[src/rtl/hub75e_bcm_scheduler.sv]
// HUB75E scan controller: for each row and bit-plane it fetches a row of pixels,
// shifts that plane out, latches it and holds OE for a binary-weighted, dimmed window.
//
// state   | meaning
// IDLE    | waiting for enable at a frame boundary
// SHIFT   | fetch one row of words and clock the current plane's bits out
// LATCH   | pulse ST and update the row select
// DISPLAY | window of OE_BASE<<plane cycles, OE low for the brightness-scaled part
// BLANK   | OE off, then advance plane/row or finish the frame
module hub75e_bcm_scheduler #(
    parameter int ROW_BITS  = 5,
    parameter int COL_BITS  = 6,
    parameter int PWM_BITS  = 5,
    parameter int OE_BASE   = 8,
    parameter int BLANK_CYC = 2
) (
    input  logic                         clk,
    input  logic                         resetn,
    input  logic                         enable,
    input  logic [7:0]                   brightness,
    output logic [ROW_BITS+COL_BITS-1:0] ram_addr,
    output logic                         ram_re,
    input  logic [14:0]                  ram_rdata1,
    input  logic [14:0]                  ram_rdata2,
    output logic                         hub_R1,
    output logic                         hub_G1,
    output logic                         hub_B1,
    output logic                         hub_R2,
    output logic                         hub_G2,
    output logic                         hub_B2,
    output logic                         hub_ck,
    output logic                         hub_st,
    output logic                         hub_oe,
    output logic [ROW_BITS-1:0]          rows,
    output logic                         frame_start,
    output logic                         frame_done
);

    localparam int COL_CNT    = 1 << COL_BITS;
    localparam int SHIFT_LAST = 2 * COL_CNT + 1;
    localparam int SHIFT_W    = $clog2(SHIFT_LAST + 1);
    localparam int DISP_MAX   = OE_BASE << (PWM_BITS - 1);
    localparam int DISP_W     = $clog2(DISP_MAX + 1);
    localparam int PROD_W     = DISP_W + 9;
    localparam int BLANK_W    = $clog2(BLANK_CYC + 1);
    localparam int TMR_W      = (DISP_W > BLANK_W) ? DISP_W : BLANK_W;
    localparam int PLANE_W    = $clog2(PWM_BITS);

    typedef enum logic [2:0] {
        IDLE,
        SHIFT,
        LATCH,
        DISPLAY,
        BLANK
    } state_t;

    state_t                        state_q, state_d;
    logic [ROW_BITS-1:0]           row_q, row_d;
    logic [PLANE_W-1:0]            plane_q, plane_d;
    logic [SHIFT_W-1:0]            sidx_q, sidx_d;
    logic [TMR_W-1:0]              tmr_q, tmr_d;
    logic [DISP_W-1:0]             on_cnt_q, on_cnt_d;

    logic [ROW_BITS+COL_BITS-1:0]  ram_addr_q, ram_addr_d;
    logic                          ram_re_q, ram_re_d;
    logic [5:0]                    hub_dat_q, hub_dat_d;
    logic                          hub_ck_q, hub_ck_d;
    logic                          hub_st_q, hub_st_d;
    logic                          hub_oe_q, hub_oe_d;
    logic [ROW_BITS-1:0]           rows_q, rows_d;
    logic                          frame_start_q, frame_start_d;
    logic                          frame_done_q, frame_done_d;

    logic [DISP_W-1:0]             disp_len;
    logic [8:0]                    bright_p1;
    logic [PROD_W-1:0]             on_prod;
    logic [DISP_W-1:0]             on_len;
    logic [4:0]                    pix_r1, pix_g1, pix_b1, pix_r2, pix_g2, pix_b2;
    logic                          capture;
    logic                          last_plane, last_row;

    // Full-width product so brightness+1 = 256 reproduces the whole window.
    assign disp_len  = DISP_W'(OE_BASE) << plane_q;
    assign bright_p1 = {1'b0, brightness} + 9'd1;
    assign on_prod   = PROD_W'(disp_len) * PROD_W'(bright_p1);
    assign on_len    = DISP_W'(on_prod >> 8);

    assign pix_r1 = ram_rdata1[14:10];
    assign pix_b1 = ram_rdata1[9:5];
    assign pix_g1 = ram_rdata1[4:0];
    assign pix_r2 = ram_rdata2[14:10];
    assign pix_b2 = ram_rdata2[9:5];
    assign pix_g2 = ram_rdata2[4:0];

    assign last_plane = (plane_q == PLANE_W'(PWM_BITS - 1));
    assign last_row   = (row_q == {ROW_BITS{1'b1}});

    always_comb begin
        state_d  = state_q;
        row_d    = row_q;
        plane_d  = plane_q;
        sidx_d   = sidx_q;
        tmr_d    = tmr_q;
        on_cnt_d = on_cnt_q;
        case (state_q)
            IDLE: begin
                if (enable) begin
                    state_d = SHIFT;
                    row_d   = '0;
                    plane_d = '0;
                    sidx_d  = '0;
                end
            end
            SHIFT: begin
                if (sidx_q == SHIFT_W'(SHIFT_LAST)) state_d = LATCH;
                else                                sidx_d  = sidx_q + SHIFT_W'(1);
            end
            LATCH: begin
                state_d  = DISPLAY;
                tmr_d    = TMR_W'(disp_len) - TMR_W'(1);
                on_cnt_d = on_len;
            end
            DISPLAY: begin
                if (on_cnt_q != '0) on_cnt_d = on_cnt_q - DISP_W'(1);
                if (tmr_q == '0) begin
                    state_d = BLANK;
                    tmr_d   = TMR_W'(BLANK_CYC - 1);
                end else begin
                    tmr_d = tmr_q - TMR_W'(1);
                end
            end
            BLANK: begin
                if (tmr_q != '0) begin
                    tmr_d = tmr_q - TMR_W'(1);
                end else begin
                    state_d = SHIFT;
                    sidx_d  = '0;
                    if (!last_plane) begin
                        plane_d = plane_q + PLANE_W'(1);
                    end else begin
                        plane_d = '0;
                        row_d   = row_q + ROW_BITS'(1);
                        if (last_row && !enable) state_d = IDLE;
                    end
                end
            end
            default: state_d = IDLE;
        endcase
    end

    // Outputs are registered from the next-state view so they line up with the state.
    always_comb begin
        capture       = (state_q == SHIFT) && sidx_q[0] && (sidx_q < SHIFT_W'(2 * COL_CNT));
        ram_re_d      = (state_d == SHIFT) && !sidx_d[0] && (sidx_d < SHIFT_W'(2 * COL_CNT));
        ram_addr_d    = ram_re_d ? {row_d, sidx_d[COL_BITS:1]} : ram_addr_q;
        hub_ck_d      = (state_d == SHIFT) && sidx_d[0] && (sidx_d >= SHIFT_W'(3));
        hub_dat_d     = capture ? {pix_r1[plane_q], pix_g1[plane_q], pix_b1[plane_q],
                                   pix_r2[plane_q], pix_g2[plane_q], pix_b2[plane_q]}
                                : hub_dat_q;
        hub_st_d      = (state_d == LATCH);
        rows_d        = (state_q == LATCH) ? row_q : rows_q;
        hub_oe_d      = !((state_d == DISPLAY) && (on_cnt_d != '0));
        frame_start_d = (state_d == SHIFT) && (sidx_d == '0) && (row_d == '0) && (plane_d == '0);
        frame_done_d  = (state_d == BLANK) && (tmr_d == '0) && last_plane && last_row;
    end

    always_ff @(posedge clk or negedge resetn) begin
        if (!resetn) begin
            state_q       <= IDLE;
            row_q         <= '0;
            plane_q       <= '0;
            sidx_q        <= '0;
            tmr_q         <= '0;
            on_cnt_q      <= '0;
            ram_addr_q    <= '0;
            ram_re_q      <= 1'b0;
            hub_dat_q     <= '0;
            hub_ck_q      <= 1'b0;
            hub_st_q      <= 1'b0;
            hub_oe_q      <= 1'b1;
            rows_q        <= '0;
            frame_start_q <= 1'b0;
            frame_done_q  <= 1'b0;
        end else begin
            state_q       <= state_d;
            row_q         <= row_d;
            plane_q       <= plane_d;
            sidx_q        <= sidx_d;
            tmr_q         <= tmr_d;
            on_cnt_q      <= on_cnt_d;
            ram_addr_q    <= ram_addr_d;
            ram_re_q      <= ram_re_d;
            hub_dat_q     <= hub_dat_d;
            hub_ck_q      <= hub_ck_d;
            hub_st_q      <= hub_st_d;
            hub_oe_q      <= hub_oe_d;
            rows_q        <= rows_d;
            frame_start_q <= frame_start_d;
            frame_done_q  <= frame_done_d;
        end
    end

    assign ram_addr    = ram_addr_q;
    assign ram_re      = ram_re_q;
    assign hub_R1      = hub_dat_q[5];
    assign hub_G1      = hub_dat_q[4];
    assign hub_B1      = hub_dat_q[3];
    assign hub_R2      = hub_dat_q[2];
    assign hub_G2      = hub_dat_q[1];
    assign hub_B2      = hub_dat_q[0];
    assign hub_ck      = hub_ck_q;
    assign hub_st      = hub_st_q;
    assign hub_oe      = hub_oe_q;
    assign rows        = rows_q;
    assign frame_start = frame_start_q;
    assign frame_done  = frame_done_q;

endmodule

[config.mk]
export PLATFORM = sky130hd
export DESIGN_NAME = hub75e_bcm_scheduler
export DESIGN_NICKNAME = d
export VERILOG_FILES = /design/src/rtl/hub75e_bcm_scheduler.sv
export SDC_FILE = /design/constraint.sdc
export NUM_CORES = 1
export LEC_CHECK = 0
export CAP_MARGIN = 10
export CORE_MARGIN = 2
export CORE_UTILIZATION = 40
export CTS_CLUSTER_DIAMETER = 60
export CTS_CLUSTER_SIZE = 14
export DETAILED_ROUTE_END_ITERATION = 8
export GPL_ROUTABILITY_DRIVEN = 0
export GPL_TIMING_DRIVEN = 0
export REMOVE_ABC_BUFFERS = 1
export SETUP_SLACK_MARGIN = 0.2
export SYNTH_ARGS = -nofsm -noshare
export SYNTH_HDL_FRONTEND = slang
export SYNTH_SLANG_ARGS = --single-unit
[constraint.sdc]
create_clock -name clk -period 8.9 [get_ports clk]
set_input_delay 1.335 -clock clk [delete_from_list [all_inputs] [get_ports clk]]
set_output_delay 1.335 -clock clk [all_outputs]
set_load 0.02 [all_outputs]
==> results.ini <==
[route]
dr.first_iter.drc_count = 240
drtPass1Iterations = 4
routed_wl_um = 12600
vias = 4402
wl_per_cell_um = 15.8
drc_errors = 0
ant_nets = 0
vias_per_cell = 5.54

[yosys]
ys_warn_count = 0
yosysTopAreaCell = dfrtp_1
synth_top_cells_by_area = dfrtp_1, ha_1, fa_1
synth_edf_count = 0
ys_ff_latch = 63
syn-cell-area_mm2 = 0.00512
yosys.area.top_type_share = 0.303
syn_inst = 560
async_flop_share = 1.00
netlist_top_cells_count = dfrtp_1, nor2_1, nand2_1
ys.flop_type = dfrtp_1
ys_seq_area_frac = 0.308
synth.most_common_cell = dfrtp_1
synth_cell_types = 66
avgSynthCellArea_um2 = 9.14

[run_status]
status = finished, final reports clean

[power]
power_frac_comb = 0.088
ir_worst_vdd_uv = 97.0
intPower_uw = 545
pwr-share-clk = 0.506
seq_power_share = 0.406
switching_power_uw = 166
leakagePower_uw = 0.00273
switching_share = 0.233
power_density_mw_per_mm2 = 114

[clock_network]
ctsHoldBuffers = 0
clkTransAtPathRegs_ns = 0.06
cts_buffer_depth = 2
clkLatencyLatePin_ns = 0.33
cts_resized = 0
clock-sinks = 63
cts_tree = done
cts_made_buffers = 9
cts_setup_buffers = 0
htreeDepth = 3
cts-root-buf = clkbuf_16

[finish]
drive_gt1_frac = 0.0626
nets = 725
final_core_util = 0.496
nFillCells = 1227
regArea_mm2 = 0.00158
syn_to_final_growth_pct = 21.9
n_antenna_cell = 0
multi_input_area_mm2 = 0.00334

[critical_path]
cp_top_family = adder cells
slowest_delay_ns = 0.55
regToRegSetupSlack_ns = 2.49
cp_num_buf_inv = 2
cp_data_arrival_time_ns = 7.48
path_common_cell = fa_1
crit_chain = clkdlybuf4s50_1 > ha_1 > xnor2_1 > or2_2 > fa_1 > fa_1 > inv_1 > fa_1 > ha_1 > nand4b_1 > or4_1 > fa_1 > nand2b_1 > a21oi_1 > o31a_1 > nand3_1 > or3_1 > or4_1 > o31ai_1
worst_path_max_delay_cell = fa_1
critPathKind = primary input to register
critPathRequiredTime_ns = 9.14
critPathMaxFanout = 7
worst_setup_path_end_kind = register
critPathLaunchType = primary input

[min_path]
hold_class = register to register

[global_route]
grt_use_met1 = 0.251
grt_max_degree = 64
grt_pass1_vias = 4390
busiest_layer = met2
track_usage = 0.193
grt_use_met3 = 0.0324
overflow = 0
grt_pass1_wl_um = 21000
antenna_found_initial = 0
grt_use_met2 = 0.326

[die]
die_w_um = 117
coreArea_mm2 = 0.0126
num_rows = 41
ioPinCount = 69
fp.dieH_um = 117
start_util = 0.407
dieArea_mm2 = 0.0137

[timing]
period_share = 0.813
rsz0062_at_grt = false
worstMarginPinSlew_ns = 0.906
drv_slew = 0
fin_worst_skew_ns = 0.00463
fmax_ghz = 0.138
finalHoldViolations = 0
relSlewSlack = 0.393
period_minus_slack_ns = 7.24
finalWorstSetupSlack_ns = 1.66
setup_tns_ns = 0
setup_viol = 0

[job]
maxCapViolCount = 0

[placement]
preCtsSetupSlack_ns = 1.35
portBuffers = 68
hpwlAfterDp_um = 9610

-- layout by cell type, fill, tap and decap left out, drive strengths merged, types with 7 or more instances in the layout --
cell	count
clkdlybuf4s50	67
dfrtp	62
nor2	56
nand2	52
ha	45
o21ai	44
inv	32
nand3	21
fa	21
nor3	17
a21oi	16
nand2b	15
xnor2	12
mux2	11
nor3b	10
clkbuf	10
or4	9
a22oi	9
nor4	7
-- tightest hold or removal path, cell delays in order, from the launching register on --
cell and delay [ns]:
dfrtp_1 0.34, nand2_1 0.05, nand2_1 0.06
-- final timing paths --
path | from | cells after the start | end
min in group asynchronous | resetn | 1 | ram_re
min | rows[3] | 2 | rows[3]
min reg2reg | rows[3] | 2 | rows[3]
max | brightness[0] | 19 | hub_oe
max reg2reg | plane_q[0] | 19 | hub_oe
max in group asynchronous | resetn | 1 | on_cnt_q[4]
-- power groups by stage --
stage / Combinational [uW] / Clock, uW / Sequential, uW
after global placement: 62.5 / 0 / 294
final: 62.6 / 360 / 289
after global routing: 70.2 / 381 / 289
after detailed placement: 63.7 / 0 / 294
after floorplan: 27.1 / 0 / 296
after CTS: 63.9 / 365 / 289
-- stage by stage --
step / hold WS, ns / power [uW] / instances / instance area (um2)
after CTS: 0.490 / 718 / 795 / 6240
after global routing: 0.514 / 740 / 795 / 6240
after global placement: 0.463 / 356 / 779 / 5930
after detailed placement: 0.472 / 358 / 779 / 5930
final: 0.481 / 711 / 795 / 6240
after floorplan: 0.489 / 323 / 539 / 5030
-- per-layer routing --
layer | wire length [um] | vias up
li1 | - | 2131
met1 | 5700 | 2189
met2 | 6280 | 65
met3 | 343 | 17
met4 | 267 | 0
met5 | 0 | -
-- cells by family after synthesis --
| family | after synthesis | synth area share |
|---|---|---|
| multiplexers | 23 | 0.0652 |
| AO/OA/AOI/OAI | 115 | 0.142 |
| AND/OR/NAND/NOR | 222 | 0.222 |
| adder cells (fa/ha/maj) | 66 | 0.192 |
| flip-flops | 63 | 0.308 |
| XOR/XNOR | 17 | 0.0291 |
| buffers and inverters | 54 | 0.0413 |
-- layout make-up --
| type | count | share of cell area |
|---|---|---|
| inverter | 33 | 0.0199 |
| clock buffer | 10 | 0.0383 |
| timing repair buffer | 68 | 0.109 |
| multi-input combinational | 443 | 0.535 |
| sequential | 63 | 0.253 |
| clock inverter | 6 | 0.0112 |
| tap | 172 | 0.0345 |
-- sequential cells by signal (all words and copies together) (netlist names), 3 cells and up --
register,flops
hub_dat_q,6
on_cnt_q,8
plane_q,3
ram_addr,11
row_q,5
rows,5
sidx_q,8
state_q,3
tmr_q,8
(Power assumes the default switching activity.)
